===== src/rtl/stream_mux_if.sv =====
// Handshake bundle for stream_mux: N valid/ready input channels feeding one
// registered output, plus the completed-transfer counter.
interface stream_mux_if #(
    parameter int N = 4,
    parameter int W = 8
);
    localparam int S = (N > 1) ? $clog2(N) : 1;

    logic [S-1:0]   io_sel;
    logic [N-1:0]   io_in_valid;
    logic [N*W-1:0] io_in_bits;
    logic [N-1:0]   io_in_ready;
    logic           io_out_valid;
    logic           io_out_ready;
    logic [W-1:0]   io_out_bits;
    logic [S-1:0]   io_out_chan;
    logic [15:0]    io_count;

    modport slave (
        input  io_sel, io_in_valid, io_in_bits, io_out_ready,
        output io_in_ready, io_out_valid, io_out_bits, io_out_chan, io_count
    );

    modport master (
        output io_sel, io_in_valid, io_in_bits, io_out_ready,
        input  io_in_ready, io_out_valid, io_out_bits, io_out_chan, io_count
    );
endinterface


===== src/rtl/stream_mux.sv =====
// N-to-1 stream multiplexer with a single output register: external select
// (MODE 0) or round-robin arbitration (MODE 1), full throughput.
module stream_mux #(
    parameter int N    = 4,
    parameter int W    = 8,
    parameter int MODE = 0
) (
    input logic         clock,
    input logic         reset,
    stream_mux_if.slave io
);
    localparam int S = (N > 1) ? $clog2(N) : 1;
    localparam int unsigned NU = N;

    logic         load_en;
    logic         grant_vld;
    logic [S-1:0] grant;
    logic [W-1:0] grant_bits;
    logic         xfer_in;
    logic         xfer_out;

    logic         out_valid;
    logic [W-1:0] out_bits;
    logic [S-1:0] out_chan;
    logic [S-1:0] ptr;
    logic [15:0]  count;

    assign load_en = !out_valid || io.io_out_ready;

    // Round-robin picks the valid channel with the smallest distance from ptr,
    // which equals the first hit of a wrap-around scan starting at ptr.
    always_comb begin : arbiter
        int unsigned best_d;
        int unsigned d;
        grant_vld = 1'b0;
        grant     = '0;
        best_d    = NU;
        d         = 0;
        if (MODE == 0) begin
            if (32'(io.io_sel) < NU) begin
                grant_vld = 1'b1;
                grant     = io.io_sel;
            end
        end else begin
            for (int unsigned i = 0; i < NU; i++) begin
                d = (i + NU - 32'(ptr)) % NU;
                if (io.io_in_valid[i] && d < best_d) begin
                    best_d    = d;
                    grant     = S'(i);
                    grant_vld = 1'b1;
                end
            end
        end
    end

    always_comb begin
        grant_bits = '0;
        for (int unsigned i = 0; i < NU; i++) begin
            if (grant == S'(i)) grant_bits = io.io_in_bits[i*W +: W];
        end
    end

    always_comb begin
        io.io_in_ready = '0;
        for (int unsigned i = 0; i < NU; i++) begin
            io.io_in_ready[i] = !reset && grant_vld && load_en && (grant == S'(i));
        end
    end

    assign xfer_in  = !reset && grant_vld && load_en && io.io_in_valid[grant];
    assign xfer_out = out_valid && io.io_out_ready;

    always_ff @(posedge clock) begin
        if (reset) begin
            out_valid <= 1'b0;
            out_bits  <= '0;
            out_chan  <= '0;
            ptr       <= '0;
            count     <= '0;
        end else begin
            if (xfer_in) begin
                out_valid <= 1'b1;
                out_bits  <= grant_bits;
                out_chan  <= grant;
            end else if (xfer_out) begin
                out_valid <= 1'b0;
            end
            if (xfer_out) count <= count + 16'd1;
            if (MODE == 1 && xfer_in) ptr <= (grant == S'(N - 1)) ? '0 : grant + 1'b1;
        end
    end

    assign io.io_out_valid = out_valid;
    assign io.io_out_bits  = out_bits;
    assign io.io_out_chan  = out_chan;
    assign io.io_count     = count;
endmodule

===== src/flat_wrapper.sv =====
// flat-port wrapper written by rule: the top's interface ports become plain ports
module stream_mux_flat 
#(
    parameter int N    = 4,
    parameter int W    = 8,
    parameter int MODE = 0
)
  (clock, reset, io_io_sel, io_io_in_valid, io_io_in_bits, io_io_out_ready, io_io_in_ready, io_io_out_valid, io_io_out_bits, io_io_out_chan, io_io_count);
  stream_mux_if #(.N(N), .W(W)) io_i ();
  input logic clock;
  input logic reset;
  input wire logic [$bits(io_i.io_sel)-1:0] io_io_sel;
  input wire logic [$bits(io_i.io_in_valid)-1:0] io_io_in_valid;
  input wire logic [$bits(io_i.io_in_bits)-1:0] io_io_in_bits;
  input wire logic [$bits(io_i.io_out_ready)-1:0] io_io_out_ready;
  output wire logic [$bits(io_i.io_in_ready)-1:0] io_io_in_ready;
  output wire logic [$bits(io_i.io_out_valid)-1:0] io_io_out_valid;
  output wire logic [$bits(io_i.io_out_bits)-1:0] io_io_out_bits;
  output wire logic [$bits(io_i.io_out_chan)-1:0] io_io_out_chan;
  output wire logic [$bits(io_i.io_count)-1:0] io_io_count;
  assign io_i.io_sel = io_io_sel;
  assign io_i.io_in_valid = io_io_in_valid;
  assign io_i.io_in_bits = io_io_in_bits;
  assign io_i.io_out_ready = io_io_out_ready;
  assign io_io_in_ready = io_i.io_in_ready;
  assign io_io_out_valid = io_i.io_out_valid;
  assign io_io_out_bits = io_i.io_out_bits;
  assign io_io_out_chan = io_i.io_out_chan;
  assign io_io_count = io_i.io_count;
  stream_mux #(.N(N), .W(W), .MODE(MODE)) u_core (.clock(clock), .reset(reset), .io(io_i));
endmodule

===== config.mk =====
export PLATFORM = sky130hd
export DESIGN_NAME = stream_mux_flat
export DESIGN_NICKNAME = d
export VERILOG_FILES = /design/src/rtl/stream_mux_if.sv /design/src/rtl/stream_mux.sv /design/src/flat_wrapper.sv
export SDC_FILE = /design/constraint.sdc
export NUM_CORES = 1
export LEC_CHECK = 0
export BUFFER_PORTS_ARGS = -buffer_cell sky130_fd_sc_hd__buf_4
export CAP_MARGIN = 20
export CELL_PAD_IN_SITES_DETAIL_PLACEMENT = 1
export CELL_PAD_IN_SITES_GLOBAL_PLACEMENT = 1
export CORE_UTILIZATION = 29
export CTS_CLUSTER_DIAMETER = 30
export CTS_CLUSTER_SIZE = 30
export DETAILED_ROUTE_END_ITERATION = 8
export PLACE_DENSITY = 0.81
export SLEW_MARGIN = 20
export SYNTH_ARGS = -nofsm -noshare
export SYNTH_HDL_FRONTEND = slang
export SYNTH_SLANG_ARGS = --single-unit

===== constraint.sdc =====
create_clock -name clock -period 1.5 [get_ports clock]
set_input_delay 0 -clock clock [delete_from_list [all_inputs] [get_ports clock]]
set_output_delay 0 -clock clock [all_outputs]
set_load 0.02 [all_outputs]

Word-level counts from Yosys, hierarchy flattened
Cells that the tools add are included.
- reductions and logical operators: 12
- magnitude comparators: 1
- $add $sub $neg: 1
- mux-type cells: 8
- eq/ne operators: 3
- operator list (kind ; number):
    2-to-1 mux 8 bit ; 4
    adder 16 x 1 -> 16 bit (second input constant) ; 1
    logical AND 1 bit ; 7
    == test 2 bit (second input constant) ; 2
    < comparator 2 x 3 -> 1 bit (second input constant) ; 1
    2-to-1 mux 1 bit ; 3
    binary-select mux 1 bit (select 2 bit) ; 1
    == test 2 x 1 -> 1 bit (second input constant) ; 1
    logical NOT 1 bit ; 2
    logical NOT 2 bit ; 1
    nonzero test 2 bit ; 1
    logical OR 1 bit ; 1
- output and inout bits: 31
- register bits after elaboration: 27
- bits of input ports: 41
- logic and storage cells: 29

Depth between registers and ports, before layout
- depth in word-level cells: 5
- depth in mapped cells: 6
- gate-level depth less buffers: 5

Least setup slack after synthesis
No wires, ideal clock.
- kind: reg2reg
- start: register u_core.out_valid, in the netlist u_core.io.io_out_valid
- end: register u_core.count[13], in the netlist u_core.io.io_count[13]
- slack: -0.106 ns
- arrival: 1.483 ns
- cell stages (with the launch flop): 5
- library setup time: 0.123 ns
- path buffers: 0
- path through: dfxtp_1 > nand3_1 > nor3_2 > nand4_1 > mux2_1
- cells in the longest elaborated chain, start to end: 1
- ends and longest elaborated chain (element ; line ; source):
    start: declaration ; stream_mux.sv:22 ; logic out_valid;
    start signal: assignment ; stream_mux.sv:75 ; out_valid <= 1'b0;
    start signal: assignment ; stream_mux.sv:82 ; out_valid <= 1'b1;
    start signal: assignment ; stream_mux.sv:86 ; out_valid <= 1'b0;
    logical AND 1 bit ; stream_mux.sv:71 ; assign xfer_out = out_valid && io.io_out_ready;
    end signal: assignment ; stream_mux.sv:88 ; if (xfer_out) count <= count + 16'd1;
    end: declaration ; stream_mux.sv:26 ; logic [15:0] count;
No other way between the ends.
A chain may end at the register's enable or synchronous reset.

Worst setup path in the final report
- start: register u_core.count[2], in the netlist u_core.io.io_count[2]
- end: register u_core.count[13], in the netlist u_core.io.io_count[13]
- cells in the longest elaborated chain, start to end: 1
- ends and longest elaborated chain (element ; line):
    adder 16 x 1 -> 16 bit ; stream_mux.sv:88
No other way between the ends.

==> results.txt <==
Post-Layout Cell Count -> 276
Period utilization -> 0.958
Mapped Area -> 0.00141 sq mm
Layout overhead on the synthesized area -> 51.0%
Area after DPL -> 0.00206 sq mm
Clock Path Buffers -> 2
Max_slew headroom -> 0.706
DRC -> 0
P_leak -> 0.000924 uW
CTS Buf Count -> 3
Initial antenna violation count -> 0
Final core utilization -> 0.472
Final setup viols -> 0
Post-synth cell types -> 30
Htree depth -> 1
R2R cell count -> 4
Worst Path Class, Setup -> flop to flop
Critical Path Sink -> u_core.io.io_count[13]$_SDFFE_PP0P_
TritonCTS clock tree -> yes
Crit path cell chain -> nand3_1 -> nor3_2 -> nand4_1 -> mux2_1
Vias in the first global route -> 1449
Worst reg2reg setup slack -> 0.06 ns
Dpl hpwl -> 3.31 mm
Synthesized Nets -> 186
First-pass GRT wire length -> 6.86 mm
Startpoint types -> flop
Most common cell after layout, fill and taps aside -> buf_4
Max-cap violations -> 0
Clock sinks -> 27
Syn avg cell area -> 9.78 sq um
Worst-Margin Slew -> 0.438 ns
Crit path max fanout -> 6
Drt wl/cell -> 14.8 um
CP endpoint kind -> flop
Routed Antenna Nets -> 0
Initial DRC Count -> 43
Clock skew -> 0.00596 ns
Critical Path Start -> u_core.io.io_count[2]$_SDFFE_PP0P_
Max Transition Viols Final -> 0
Reg2reg start -> u_core.io.io_count[2]$_SDFFE_PP0P_
Power density over the cells -> 720 mW/mm^2
Die height -> 71.7 um
NumNets Final -> 267
Die Area -> 0.00514 sq mm
Hold_buf cts -> 0
Die W -> 71.7 um
RSZ-0062 raised after global routing -> true
Dpl cells -> 271
Initial core utilization -> 0.313
Most frequent cells in the layout -> buf_4, nor2_1, dfxtp_1, mux2i_1, nand2_1
Min Tclk post-route -> 1.44 ns
Critical path data arrival time -> 1.62 ns
Core area -> 0.00450 sq mm
Via-to-Cell Ratio -> 5.04
Highest clock rate -> 696 MHz
Root buffer cell -> clkbuf_8
Routed WL -> 4.09 mm
Crit-path slowest cell -> dfxtp_2
Hold WC Path Type -> input pin to flop
Vias -> 1392
Sequential area share after synthesis -> 0.384
# diodes -> 0
Post-synthesis register bit count -> 27
Slowest cell delay on critical path -> 0.38 ns
Num rows -> 24
GR Overflow Total -> 0
RD Place Congestion -> 0.739
Final Cell Area -> 0.00213 sq mm
R2r endpoint -> u_core.io.io_count[13]$_SDFFE_PP0P_
Sequential Area -> 549 sq um
Overall Global Routing Usage -> 0.172
Outcome -> finished clean
Share of layout cells above drive strength 1 -> 0.464
Req. time, crit path -> 1.68 ns
Largest net degree at the start of global routing -> 18
Clk_lat worst skew -> 0.29 ns
Reg clk slew, reported paths -> 0.10 ns
Ys Warns -> 0
I/O pin count -> 72
Mapped Cells -> 144
Setup_tns -> 0 ns
IO Port Bufs -> 71
Fillers -> 530
Final hold vios -> 0
Hold WS -> 0.0209 ns
Peak supply drop -> 0.379 mV
DRT Pass-1 Iters -> 3
Multi-input gate area -> 826 sq um
-- metal layers --
layer,vias to the layer above,share of wire,GRT usage
met3,3,0.062,0.0408
met5,-,0,0
met2,55,0.52,0.311
met4,0,0.0093,0.0523
met1,657,0.41,0.201
li1,677,-,-
-- final cells by class --
cell class | instances | area share
Clock buffer | 3 | 0.0194
Sequential cell | 27 | 0.258
Timing Repair Buffer | 84 | 0.298
Inverter | 1 | 0.00176
Multi-Input combinational cell | 108 | 0.388
Tap cell | 52 | 0.0306
Clock inverter | 1 | 0.00353
-- sequential cells by signal (all words and copies together), names as in the netlist --
name	flops
u_core.io.io_out_chan	2
u_core.io.io_out_valid	1
u_core.io.io_out_bits	8
u_core.io.io_count	16
-- timing repair --
action / in CTS / in global routing
gates resized for setup: 1 / 4
pin swaps: 0 / 1
setup buffers: 0 / 1
setup endpoints to repair: 2 / 4
endpoints found under the hold margin: 0 / 0
-- where the power goes --
group	switching, uW	total, uW	internal (uW)
Sequential	17.9	759	741
Combinational	145	333	187
Clock	250	439	190
-- worst max-delay path: cells and delay by family, from the launching register on --
family | cells | cell delay [ns]
flip-flops | 1 | 0.38
multiplexers | 1 | 0.34
AND/OR/NAND/NOR | 3 | 0.62
-- synth_stat cells --
cell type / count / share of area
nand3_1: 6 / 0.021
a31o_1: 1 / 0.0062
nor2b_1: 1 / 0.0044
a21oi_1: 4 / 0.014
or3_1: 1 / 0.0044
dfxtp_1: 27 / 0.38
and2b_1: 1 / 0.0053
buf_6: 2 / 0.016
o21ai_1: 4 / 0.014
clkbuf_1: 2 / 0.0053
and4_1: 3 / 0.019
inv_1: 1 / 0.0027
buf_1: 2 / 0.0053
nor3_1: 2 / 0.0071
nand2b_1: 1 / 0.0044
buf_2: 2 / 0.0071
nor3_2: 1 / 0.0071
nor4_1: 4 / 0.018
nor2_1: 28 / 0.075
ha_1: 1 / 0.0089
nand2_1: 9 / 0.024
xnor2_1: 6 / 0.037
xor2_1: 6 / 0.037
nand4_1: 7 / 0.031
and3_1: 1 / 0.0044
mux2i_1: 10 / 0.071
nor3b_2: 1 / 0.0089
mux2_1: 1 / 0.0080
mux4_1: 2 / 0.037
mux4_2: 7 / 0.11
-- worst min path at each step --
stage / slack, ns / cells past startpoint / end / from
floorplan: 0.16 / 2 / u_core.io.io_count[1]$_SDFFE_PP0P_ / io_io_out_ready
global placement: 0.32 / 2 / u_core.io.io_count[7]$_SDFFE_PP0P_ / reset
detailed placement: 0.32 / 2 / u_core.io.io_count[15]$_SDFFE_PP0P_ / reset
CTS: 0.01 / 2 / u_core.io.io_count[15]$_SDFFE_PP0P_ / reset
global route: 0.02 / 3 / u_core.io.io_count[1]$_SDFFE_PP0P_ / io_io_out_ready
finish: 0.02 / 3 / u_core.io.io_count[1]$_SDFFE_PP0P_ / io_io_out_ready
-- per-stage QoR --
stage / total power [uW] / setup WS (ns)
6_report: 1530 / 0.0628
5_1_grt: 1620 / -0.0260
4_1_cts: 1540 / 0.0177
3_5_place_dp: 1100 / 0.0457
3_3_place_gp: 1090 / 0.134
2_1_floorplan: 945 / 0.00717
-- cells by family after synthesis --
family,synth area share
DFF,0.384
and+or+nand+nor,0.234
xor gates and xnor gates,0.0746
muxes,0.228
adders and majority gates,0.00888
AOI/OAI and AO/OA,0.0346
buffers and inverters,0.0364
No activity file was read; power rests on OpenSTA's default activity.
